===== src/rtl/alu_pkg.sv =====
// alu_pkg: shared constants for the multi-cycle ALU.
//   - opcode encoding for the 3-bit op field
//   - FSM state encoding (IDLE / BUSY / DONE)
//   - bit positions of the {C,V,N,Z} flag vector
//   - small helper to classify the multi-cycle opcode
package alu_pkg;

   typedef logic [2:0] opcode_t;
   typedef logic [1:0] state_t;

   localparam opcode_t OpAdd  = 3'b000;
   localparam opcode_t OpSub  = 3'b001;
   localparam opcode_t OpAnd  = 3'b010;
   localparam opcode_t OpOr   = 3'b011;
   localparam opcode_t OpXor  = 3'b100;
   localparam opcode_t OpAdc  = 3'b101;
   localparam opcode_t OpMul  = 3'b110;
   localparam opcode_t OpPass = 3'b111;

   localparam state_t StIdle = 2'b00;
   localparam state_t StBusy = 2'b01;
   localparam state_t StDone = 2'b10;

   localparam int unsigned FlagC = 3;
   localparam int unsigned FlagV = 2;
   localparam int unsigned FlagN = 1;
   localparam int unsigned FlagZ = 0;

   // Only MUL takes the multi-cycle path; everything else completes on acceptance.
   function automatic logic is_mul(input opcode_t op);
      return op == OpMul;
   endfunction

endpackage


===== src/rtl/alu_mul_seq.sv =====
// alu_mul_seq: sequential unsigned shift-add multiplier, one step per cycle.
// Ports:
//   clk, rst      clock and asynchronous active-high reset
//   start         load operands a/b and begin WIDTH steps
//   a, b          multiplicand / multiplier (sampled only on start)
//   done          high in the cycle whose closing edge performs the last step
//   product       value the partial product takes at the closing edge of this
//                 cycle; equals the full 2*WIDTH-bit product while done=1
module alu_mul_seq
   import alu_pkg::*;
#(
   parameter int unsigned WIDTH = 8,
   parameter int unsigned CNT_W = $clog2(WIDTH + 1)
) (
   input  logic                 clk,
   input  logic                 rst,
   input  logic                 start,
   input  logic [WIDTH-1:0]     a,
   input  logic [WIDTH-1:0]     b,
   output logic                 done,
   output logic [2*WIDTH-1:0]   product
);

   logic                 busy_q, busy_d;
   logic [CNT_W-1:0]     cnt_q, cnt_d;
   logic [2*WIDTH-1:0]   acc_q, acc_d;
   logic [2*WIDTH-1:0]   mcand_q, mcand_d;
   logic [WIDTH-1:0]     mplr_q, mplr_d;
   logic [2*WIDTH-1:0]   step_sum;
   logic                 last;

   // The last step and the result hand-off share one edge, so done is
   // combinational and product exposes the post-step value.
   assign last     = busy_q && (cnt_q == CNT_W'(WIDTH - 1));
   assign step_sum = acc_q + (mplr_q[0] ? mcand_q : '0);
   assign done     = last;
   assign product  = step_sum;

   always_comb begin
      busy_d  = busy_q;
      cnt_d   = cnt_q;
      acc_d   = acc_q;
      mcand_d = mcand_q;
      mplr_d  = mplr_q;
      if (start) begin
         busy_d  = 1'b1;
         cnt_d   = '0;
         acc_d   = '0;
         mcand_d = {{WIDTH{1'b0}}, a};
         mplr_d  = b;
      end else if (busy_q) begin
         acc_d   = step_sum;
         mcand_d = mcand_q << 1;
         mplr_d  = mplr_q >> 1;
         cnt_d   = cnt_q + CNT_W'(1);
         if (last) begin
            busy_d = 1'b0;
            cnt_d  = '0;
         end
      end
   end

   always_ff @(posedge clk or posedge rst) begin
      if (rst) begin
         busy_q  <= 1'b0;
         cnt_q   <= '0;
         acc_q   <= '0;
         mcand_q <= '0;
         mplr_q  <= '0;
      end else begin
         busy_q  <= busy_d;
         cnt_q   <= cnt_d;
         acc_q   <= acc_d;
         mcand_q <= mcand_d;
         mplr_q  <= mplr_d;
      end
   end

endmodule


===== src/rtl/alu_mc.sv =====
// alu_mc: multi-cycle ALU with valid/ready handshakes on both sides.
// Single-cycle ops (ADD SUB AND OR XOR ADC PASS) complete on acceptance;
// MUL runs WIDTH shift-add steps in alu_mul_seq before completing.
// Ports:
//   clk, rst              clock and asynchronous active-high reset
//   in_valid / in_ready   operation handshake; a, b, op captured on acceptance
//   a, b, op              operands and opcode
//   out_valid / out_ready result handshake
//   result_lo, result_hi  low word / high product word (0 for non-MUL)
//   flags                 {C,V,N,Z} of the most recent completed operation
module alu_mc
   import alu_pkg::*;
#(
   parameter int unsigned WIDTH = 8,
   parameter int unsigned CNT_W = $clog2(WIDTH + 1)
) (
   input  logic               clk,
   input  logic               rst,
   input  logic               in_valid,
   output logic               in_ready,
   input  logic [WIDTH-1:0]   a,
   input  logic [WIDTH-1:0]   b,
   input  logic [2:0]         op,
   output logic               out_valid,
   input  logic               out_ready,
   output logic [WIDTH-1:0]   result_lo,
   output logic [WIDTH-1:0]   result_hi,
   output logic [3:0]         flags
);

   localparam int unsigned Msb = WIDTH - 1;

   state_t               state_q, state_d;
   logic [WIDTH-1:0]     result_lo_q, result_lo_d;
   logic [WIDTH-1:0]     result_hi_q, result_hi_d;
   logic [3:0]           flags_q, flags_d;

   logic                 accept;
   logic                 mul_start;
   logic                 mul_done;
   logic [2*WIDTH-1:0]   mul_product;

   logic                 cin;
   logic [WIDTH:0]       sum_ext;
   logic [WIDTH:0]       diff_ext;
   logic [WIDTH-1:0]     alu_res;
   logic                 alu_c;
   logic                 alu_v;
   logic [3:0]           alu_flags;
   logic [WIDTH-1:0]     mul_lo;
   logic [WIDTH-1:0]     mul_hi;
   logic [3:0]           mul_flags;

   // DONE with out_ready frees the slot in the same cycle, giving one op per cycle.
   assign in_ready  = (state_q == StIdle) || ((state_q == StDone) && out_ready);
   assign accept    = in_valid && in_ready;
   assign out_valid = (state_q == StDone);
   assign mul_start = accept && is_mul(op);

   alu_mul_seq #(
      .WIDTH (WIDTH),
      .CNT_W (CNT_W)
   ) u_mul (
      .clk     (clk),
      .rst     (rst),
      .start   (mul_start),
      .a       (a),
      .b       (b),
      .done    (mul_done),
      .product (mul_product)
   );

   // Single-cycle datapath. ADC takes its carry from the registered C flag.
   always_comb begin
      cin      = (op == OpAdc) ? flags_q[FlagC] : 1'b0;
      sum_ext  = {1'b0, a} + {1'b0, b} + {{WIDTH{1'b0}}, cin};
      diff_ext = {1'b0, a} - {1'b0, b};
      alu_res  = '0;
      alu_c    = 1'b0;
      alu_v    = 1'b0;
      unique case (op)
         OpAdd, OpAdc: begin
            alu_res = sum_ext[WIDTH-1:0];
            alu_c   = sum_ext[WIDTH];
            alu_v   = (a[Msb] == b[Msb]) && (alu_res[Msb] != a[Msb]);
         end
         OpSub: begin
            alu_res = diff_ext[WIDTH-1:0];
            alu_c   = diff_ext[WIDTH];  // borrow: a < b unsigned
            alu_v   = (a[Msb] != b[Msb]) && (alu_res[Msb] != a[Msb]);
         end
         OpAnd:  alu_res = a & b;
         OpOr:   alu_res = a | b;
         OpXor:  alu_res = a ^ b;
         OpPass: alu_res = a;
         OpMul:  alu_res = '0;          // handled by the multiplier
         default: alu_res = '0;
      endcase
      alu_flags        = '0;
      alu_flags[FlagC] = alu_c;
      alu_flags[FlagV] = alu_v;
      alu_flags[FlagN] = alu_res[Msb];
      alu_flags[FlagZ] = (alu_res == '0);
   end

   always_comb begin
      mul_lo           = mul_product[WIDTH-1:0];
      mul_hi           = mul_product[2*WIDTH-1:WIDTH];
      mul_flags        = '0;
      mul_flags[FlagC] = (mul_hi != '0);
      mul_flags[FlagN] = mul_lo[Msb];
      mul_flags[FlagZ] = (mul_lo == '0);
   end

   always_comb begin
      state_d     = state_q;
      result_lo_d = result_lo_q;
      result_hi_d = result_hi_q;
      flags_d     = flags_q;
      unique case (state_q)
         StIdle, StDone: begin
            if (accept) begin
               if (is_mul(op)) begin
                  state_d = StBusy;
               end else begin
                  state_d     = StDone;
                  result_lo_d = alu_res;
                  result_hi_d = '0;
                  flags_d     = alu_flags;
               end
            end else if (state_q == StDone && out_ready) begin
               state_d = StIdle;
            end
         end
         StBusy: begin
            if (mul_done) begin
               state_d     = StDone;
               result_lo_d = mul_lo;
               result_hi_d = mul_hi;
               flags_d     = mul_flags;
            end
         end
         default: state_d = StIdle;
      endcase
   end

   always_ff @(posedge clk or posedge rst) begin
      if (rst) begin
         state_q     <= StIdle;
         result_lo_q <= '0;
         result_hi_q <= '0;
         flags_q     <= '0;
      end else begin
         state_q     <= state_d;
         result_lo_q <= result_lo_d;
         result_hi_q <= result_hi_d;
         flags_q     <= flags_d;
      end
   end

   assign result_lo = result_lo_q;
   assign result_hi = result_hi_q;
   assign flags     = flags_q;

endmodule


===== config.mk =====
export PLATFORM = sky130hd
export DESIGN_NAME = alu_mc
export DESIGN_NICKNAME = d
export VERILOG_FILES = /design/src/rtl/alu_pkg.sv /design/src/rtl/alu_mul_seq.sv /design/src/rtl/alu_mc.sv
export SDC_FILE = /design/constraint.sdc
export NUM_CORES = 1
export LEC_CHECK = 0
export CAP_MARGIN = 10
export CORE_MARGIN = 3
export CORE_UTILIZATION = 65
export DETAILED_ROUTE_END_ITERATION = 10
export DONT_BUFFER_PORTS = 1
export PLACE_DENSITY_LB_ADDON = 0.3
export REMOVE_ABC_BUFFERS = 1
export SYNTH_ARGS = -nofsm -noshare
export SYNTH_HDL_FRONTEND = slang
export SYNTH_HIERARCHICAL = 1
export SYNTH_SLANG_ARGS = --single-unit

===== constraint.sdc =====
create_clock -name clk -period 6.35 [get_ports clk]
set_input_delay 1.27 -clock clk [delete_from_list [all_inputs] [get_ports clk]]
set_output_delay 1.27 -clock clk [all_outputs]
set_load 0.01 [all_outputs]

* Word-level counts from Yosys, hierarchy flattened
Cells that the tools add are included.
** Cells by class
- Add/subtract/negate cells :: 5
- Eq/ne operators :: 18
- Mux-type cells :: 34
- Bitwise operators :: 3
- Reductions and logical operators :: 18
** Operators by type and width (number)
- 2-to-1 mux 16 bit :: 5
- 2-to-1 mux 8 bit :: 8
- case mux 8 bit (7 select lines) :: 1
- case mux 8 bit (2 select lines) :: 2
- 2-to-1 mux 4 bit :: 6
- adder 16 bit :: 1
- zero test 8 bit :: 2
- equality test 3 bit, second input constant :: 4
- adder 8 x 8 -> 9 bit :: 1
- adder 9 x 1 -> 9 bit :: 1
- subtractor 8 x 8 -> 9 bit :: 1
- bitwise AND 8 bit :: 1
- 2-to-1 mux 2 bit :: 4
- OR 8 bit :: 1
- case mux 4 bit (2 select lines) :: 1
- nonzero test 8 bit :: 1
- XOR 8 bit :: 1
- equality test 3 x 2 -> 1 bit, second input constant :: 2
- logical AND 1 bit :: 6
- != test 2 bit, second input constant :: 3
- adder 4 x 1 -> 4 bit, second input constant :: 1
- equality test 4 x 3 -> 1 bit, second input constant :: 1
- 2-to-1 mux 1 bit :: 4
- case mux 1 bit (2 select lines) :: 2
- other kinds (14) :: 18
** Word-level totals
- Bits in registers :: 67
- Input port bits :: 23
- Output and inout port bits :: 22

* Logic depth before layout (Yosys ltp)
- Depth after elaboration :: 9
- Gate-level depth with buffers :: 14
- Depth with buffers taken out :: 12

* Cells and area by module
The synthesis kept the hierarchy.
** Modules (own cells, without submodules)
- alu_mul_seq :: times used 1, cells each 314, area each 2909.0 um^2, seq. area each 1126.1 um^2
- alu_mc :: times used 1, cells each 303, area each 2427.3 um^2, seq. area each 525.5 um^2

* Worst setup path after synthesis
No wires, ideal clock.
- Kind :: input-to-reg
- From :: input port op[0]
- To :: register flags_q[0], in the netlist flags[0]
- Library setup time :: 0.092 ns
- Arrival :: 4.057 ns
- Required time :: 6.258 ns
- Path slack :: 2.202 ns
- Cell stages on the path :: 14
- Buffers on the path :: 3
- Path through :: buf_6 buf_6 clkbuf_1 and4_1 fa_1 inv_1 fa_1 nand2b_1 o2bb2ai_1 or3_1 o311ai_0 nor2_1 or4b_1 o31ai_2
** On the way
- Word-level cells in the longest chain between the ends :: 8
- Elaborated cells on any way between the ends :: 18
- Those cells by class :: add/sub (1); eq/ne (8); mux (5); reduce/logical (4)
** Ends and longest elaborated chain
- start: declaration :: RTL line alu_mc.sv:23 : input logic [2:0] op,
- equality test 3 bit :: RTL line alu_mc.sv:75, alu_mc.sv:81
- 2-to-1 mux 1 bit :: RTL line alu_mc.sv:75 : cin = (op == OpAdc) ? flags_q[FlagC] : 1'b0;
- adder 9 x 1 -> 9 bit :: RTL line alu_mc.sv:76 : sum_ext = {1'b0, a} + {1'b0, b} + {{WIDTH{1'b0}}, cin};
- case mux 8 bit (7 select lines) :: RTL line alu_mc.sv:81 : unique case (op)
- zero test 8 bit :: RTL line alu_mc.sv:103 : alu_flags[FlagZ] = (alu_res == '0);
- 2-to-1 mux 4 bit :: RTL line alu_mc.sv:123 : if (is_mul(op)) begin
- 2-to-1 mux 4 bit :: RTL line alu_mc.sv:122 : if (accept) begin
- case mux 4 bit (2 select lines) :: RTL line alu_mc.sv:120 : unique case (state_q)
- end signal: assignment :: RTL line alu_mc.sv:157 : flags_q <= flags_d;
- end: declaration :: RTL line alu_mc.sv:36 : logic [3:0] flags_q, flags_d;
Parallel ways exist; a longest one is shown, timed or not. The select of a mux whose other input is x is not followed.
A chain may end at the register's enable or synchronous reset.

* Final worst setup path
- From :: register u_mul.mplr_q[0]
- To :: register flags_q[3], in the netlist flags[3]
** On the way
- Word-level cells in the longest chain between the ends :: 5
** Ends and longest elaborated chain
- start: declaration :: RTL line alu_mul_seq.sv:28 : logic [WIDTH-1:0] mplr_q, mplr_d;
- start signal: assignment :: RTL line alu_mul_seq.sv:75 : mplr_q <= mplr_d;
- 2-to-1 mux 16 bit :: RTL line alu_mul_seq.sv:35 : assign step_sum = acc_q + (mplr_q[0] ? mcand_q : '0);
- adder 16 bit :: RTL line alu_mul_seq.sv:35
- net mul_product[13] :: RTL line alu_mc.sv:41 : logic [2*WIDTH-1:0] mul_product;
- nonzero test 8 bit :: RTL line alu_mc.sv:110 : mul_flags[FlagC] = (mul_hi != '0);
- 2-to-1 mux 4 bit :: RTL line alu_mc.sv:136 : if (mul_done) begin
- case mux 4 bit (2 select lines) :: RTL line alu_mc.sv:120
The timed path passes the listed nets, and every way through them passes these cells. The select of a mux whose other input is x is not followed.

==> results.sh <==
export IMPL_syn2layout_area_growth_pct=2.18
export IMPL_synth_top_area_share_pct=30.9
export IMPL_worstPathArrival_ns=4.03
export IMPL_gp_congestion=0.977
export IMPL_track_usage_pct=28.1
export IMPL_cts_hold_buffers_added=0
export IMPL_hold_class="reg -> reg"
export IMPL_setup_violations=0
export IMPL_synth_most_common_cell="nand2_1"
export IMPL_cts_tree="done"
export IMPL_die_h_um=96.6
export IMPL_avgSynthCellArea_um2=8.65
export IMPL_fin_crit_sh_pct=59.9
export IMPL_p_per_area_nw_per_um2=325
export IMPL_wl_per_cell_um=18.6
export IMPL_ys_warn_count=6
export IMPL_grt_antenna_before_repair=0
export IMPL_relSlewSlack_pct=25.9
export IMPL_total_power_uw=1770
export IMPL_via_count=4502
export IMPL_drc=0
export IMPL_htree_levels=3
export IMPL_worst_pin_slew_ns=1.11
export IMPL_grt_first_pass_wirelength_mm=21.6
export IMPL_core_um2=7850
export IMPL_path_clk_slew_ns=0.08
export IMPL_insertedDiodeCount=0
export IMPL_layoutNonFillerInstCount=701
export IMPL_grt_pass1_vias=4181
export IMPL_synth_cell_types=83
export IMPL_numClockSinks=66
export IMPL_setup_tns_ns=0
export IMPL_reg2reg_from="u_mul/mplr_q[0]$_DFFE_PP0P_"
export IMPL_synth_edf_count=0
export IMPL_synth_main_ff_cell="dfrtp_1"
export IMPL_reg2reg_slack_ns=2.55
export IMPL_ctsResizeCount=0
export IMPL_critPathCaptureType="register"
export IMPL_grt_max_degree=64
export IMPL_hpwl_mm=9.81
export IMPL_clock_latency_ns=0.35
export IMPL_ys_top_cells_by_area="dfrtp_1 (31%), ha_1 (9.4%), mux2i_1 (6.4%)"
export IMPL_port_buffers=0
export IMPL_fin_nets=661
export IMPL_finClkSkew_ns=0.00899
export IMPL_p_leak_uw=0.00257
export IMPL_ant_nets=0
export IMPL_cp_data_required_time_ns=6.58
export IMPL_cts_buffers=9
export IMPL_synth_cell_area_um2=5340
export IMPL_post_cts_setup_buffers=0
export IMPL_synth_top_cell_by_area="dfrtp_1"
export IMPL_vias_per_cell=6.42
export IMPL_ys_ff_latch=66
export IMPL_ys_top_cells_by_count="nand2_1 (73), dfrtp_1 (66), o21ai_0 (50)"
export IMPL_critPathMaxFanout=17
export IMPL_synth_cells=617
export IMPL_dp_cells=685
export IMPL_rsz0062_at_grt="no"
export IMPL_cts_buffer_depth=2
export IMPL_reg2regPathDepth=10
export IMPL_ir_worst_vdd_mv=0.355
export IMPL_overflow=0
export IMPL_critPathKind="reg -> reg"
export IMPL_max_freq_mhz=263
export IMPL_cp_startpoint="u_mul/mplr_q[0]$_DFFE_PP0P_"
export IMPL_drive_gt1_share_pct=7.68
export IMPL_holdCritStartpoint="u_mul/acc_q[8]$_DFFE_PP0P_"
export IMPL_rr_endpoint="flags[3]$_DFFE_PP0P_"
export IMPL_die_w_um=96.6
export IMPL_io_pins=45
export IMPL_row_count=32
export IMPL_endpoint="flags[3]$_DFFE_PP0P_"
export IMPL_cts_root_buf="clkbuf_8"
export IMPL_dieArea_um2=9330
export IMPL_hold_viol_final=0
export IMPL_yosysSeqAreaShare_pct=30.9
export IMPL_drt_first_pass_iters=5
export IMPL_drv_cap=0
export IMPL_finalMaxSlewViolations=0
export IMPL_wirelength_mm=13.0
export IMPL_status="completed"
export IMPL_drtIter0Drc=385
export IMPL_whs_ns=0.509
export IMPL_async_flop_share_pct=100
export IMPL_initial_core_util_pct=68.0
export IMPL_period_needed_ns=3.80
export IMPL_cp_start_kind="register"
## cell usage in the layout (no fill, tap or decap), drive strengths merged, types with 7 or more instances in the layout
master	Yosys	routed
nand3	7	7
nand2b	12	12
inv	34	35
or3	8	8
ha	40	40
nor2b	10	10
a221oi	7	7
dfrtp	66	66
mux2i	34	34
xnor2	12	12
a21o	9	9
o21ai	51	51
and2	20	20
a21oi	31	31
nor2	48	48
clkbuf	20	11
nand2	74	74
## power by group
| part | internal, uW | switching [uW] | leakage, uW |
|---|---|---|---|
| logic | 314 | 400 | 0.00161 |
| registers | 557 | 175 | 0.000867 |
| clock network | 155 | 174 | 0.0000903 |
## worst min-delay path by stage
stage	end	slack (ns)	cells past startpoint
after global placement	u_mul/acc_q[8]$_DFFE_PP0P_	0.47	1
after floorplan	u_mul/acc_q[8]$_DFFE_PP0P_	0.47	1
after global routing	u_mul/acc_q[14]$_DFFE_PP0P_	0.53	2
after CTS	u_mul/acc_q[8]$_DFFE_PP0P_	0.51	1
after detailed placement	u_mul/acc_q[8]$_DFFE_PP0P_	0.49	1
final	u_mul/acc_q[8]$_DFFE_PP0P_	0.51	1
## state kept, by name, indices dropped and copies added (netlist names)
signal / count
u_mul/mplr_q: 8
u_mul/cnt_q: 4
result_lo: 7
state_q: 2
flags: 4
result_hi: 8
u_mul/busy_q: 1
u_mul/mcand_q: 16
u_mul/acc_q: 16
## logic make-up (layout without fill, tap and decap cells)
| group | count (synthesis) | in the layout | synth area share, % |
|---|---|---|---|
| mux | 36 | 36 | 6.80 |
| simple gates | 220 | 220 | 21.0 |
| xor+xnor | 18 | 18 | 3.31 |
| flops | 66 | 66 | 30.9 |
| compound gates | 160 | 160 | 20.4 |
| fa+ha+maj | 44 | 44 | 10.9 |
| buf+inv | 73 | 55 | 6.66 |
## critical path, cell delays in order, from the launching register on
cell	delay, ns
dfrtp_1	0.54
and2_1	0.26
ha_1	0.40
and2_4	0.20
nand3_1	0.25
a2111oi_0	0.97
nor2_1	0.11
xnor2_1	0.20
nor4_1	0.32
a31oi_1	0.20
a22o_1	0.24
## through the flow
| step | util, % | instance area, um2 | setup WS [ns] |
|---|---|---|---|
| after detailed placement | 67.2 | 5270 | 2.45 |
| after global routing | 69.5 | 5450 | 2.33 |
| after global placement | 67.2 | 5270 | 2.50 |
| final | 69.5 | 5450 | 2.55 |
| after CTS | 69.5 | 5450 | 2.61 |
| after floorplan | - | 5110 | 2.64 |
## routing by layer
layer,global-route usage [%],part of all wire (%),up-vias
met2,39.8,42,224
met1,43.0,45,2118
met5,0,0,-
li1,-,-,2136
met4,7.67,2.0,0
met3,6.20,10,24
## final cells by class
cell class / instances / area [um2]
Sequential cell: 66 / 1650
Clock buffer: 11 / 141
Fill cell: 650 / 2390
Clock inverter: 5 / 38.8
Inverter: 35 / 131
Timing Repair Buffer: 4 / 30.0
Multi-Input combinational cell: 478 / 3330
Tap cell: 102 / 128
(Power assumes the default switching activity.)
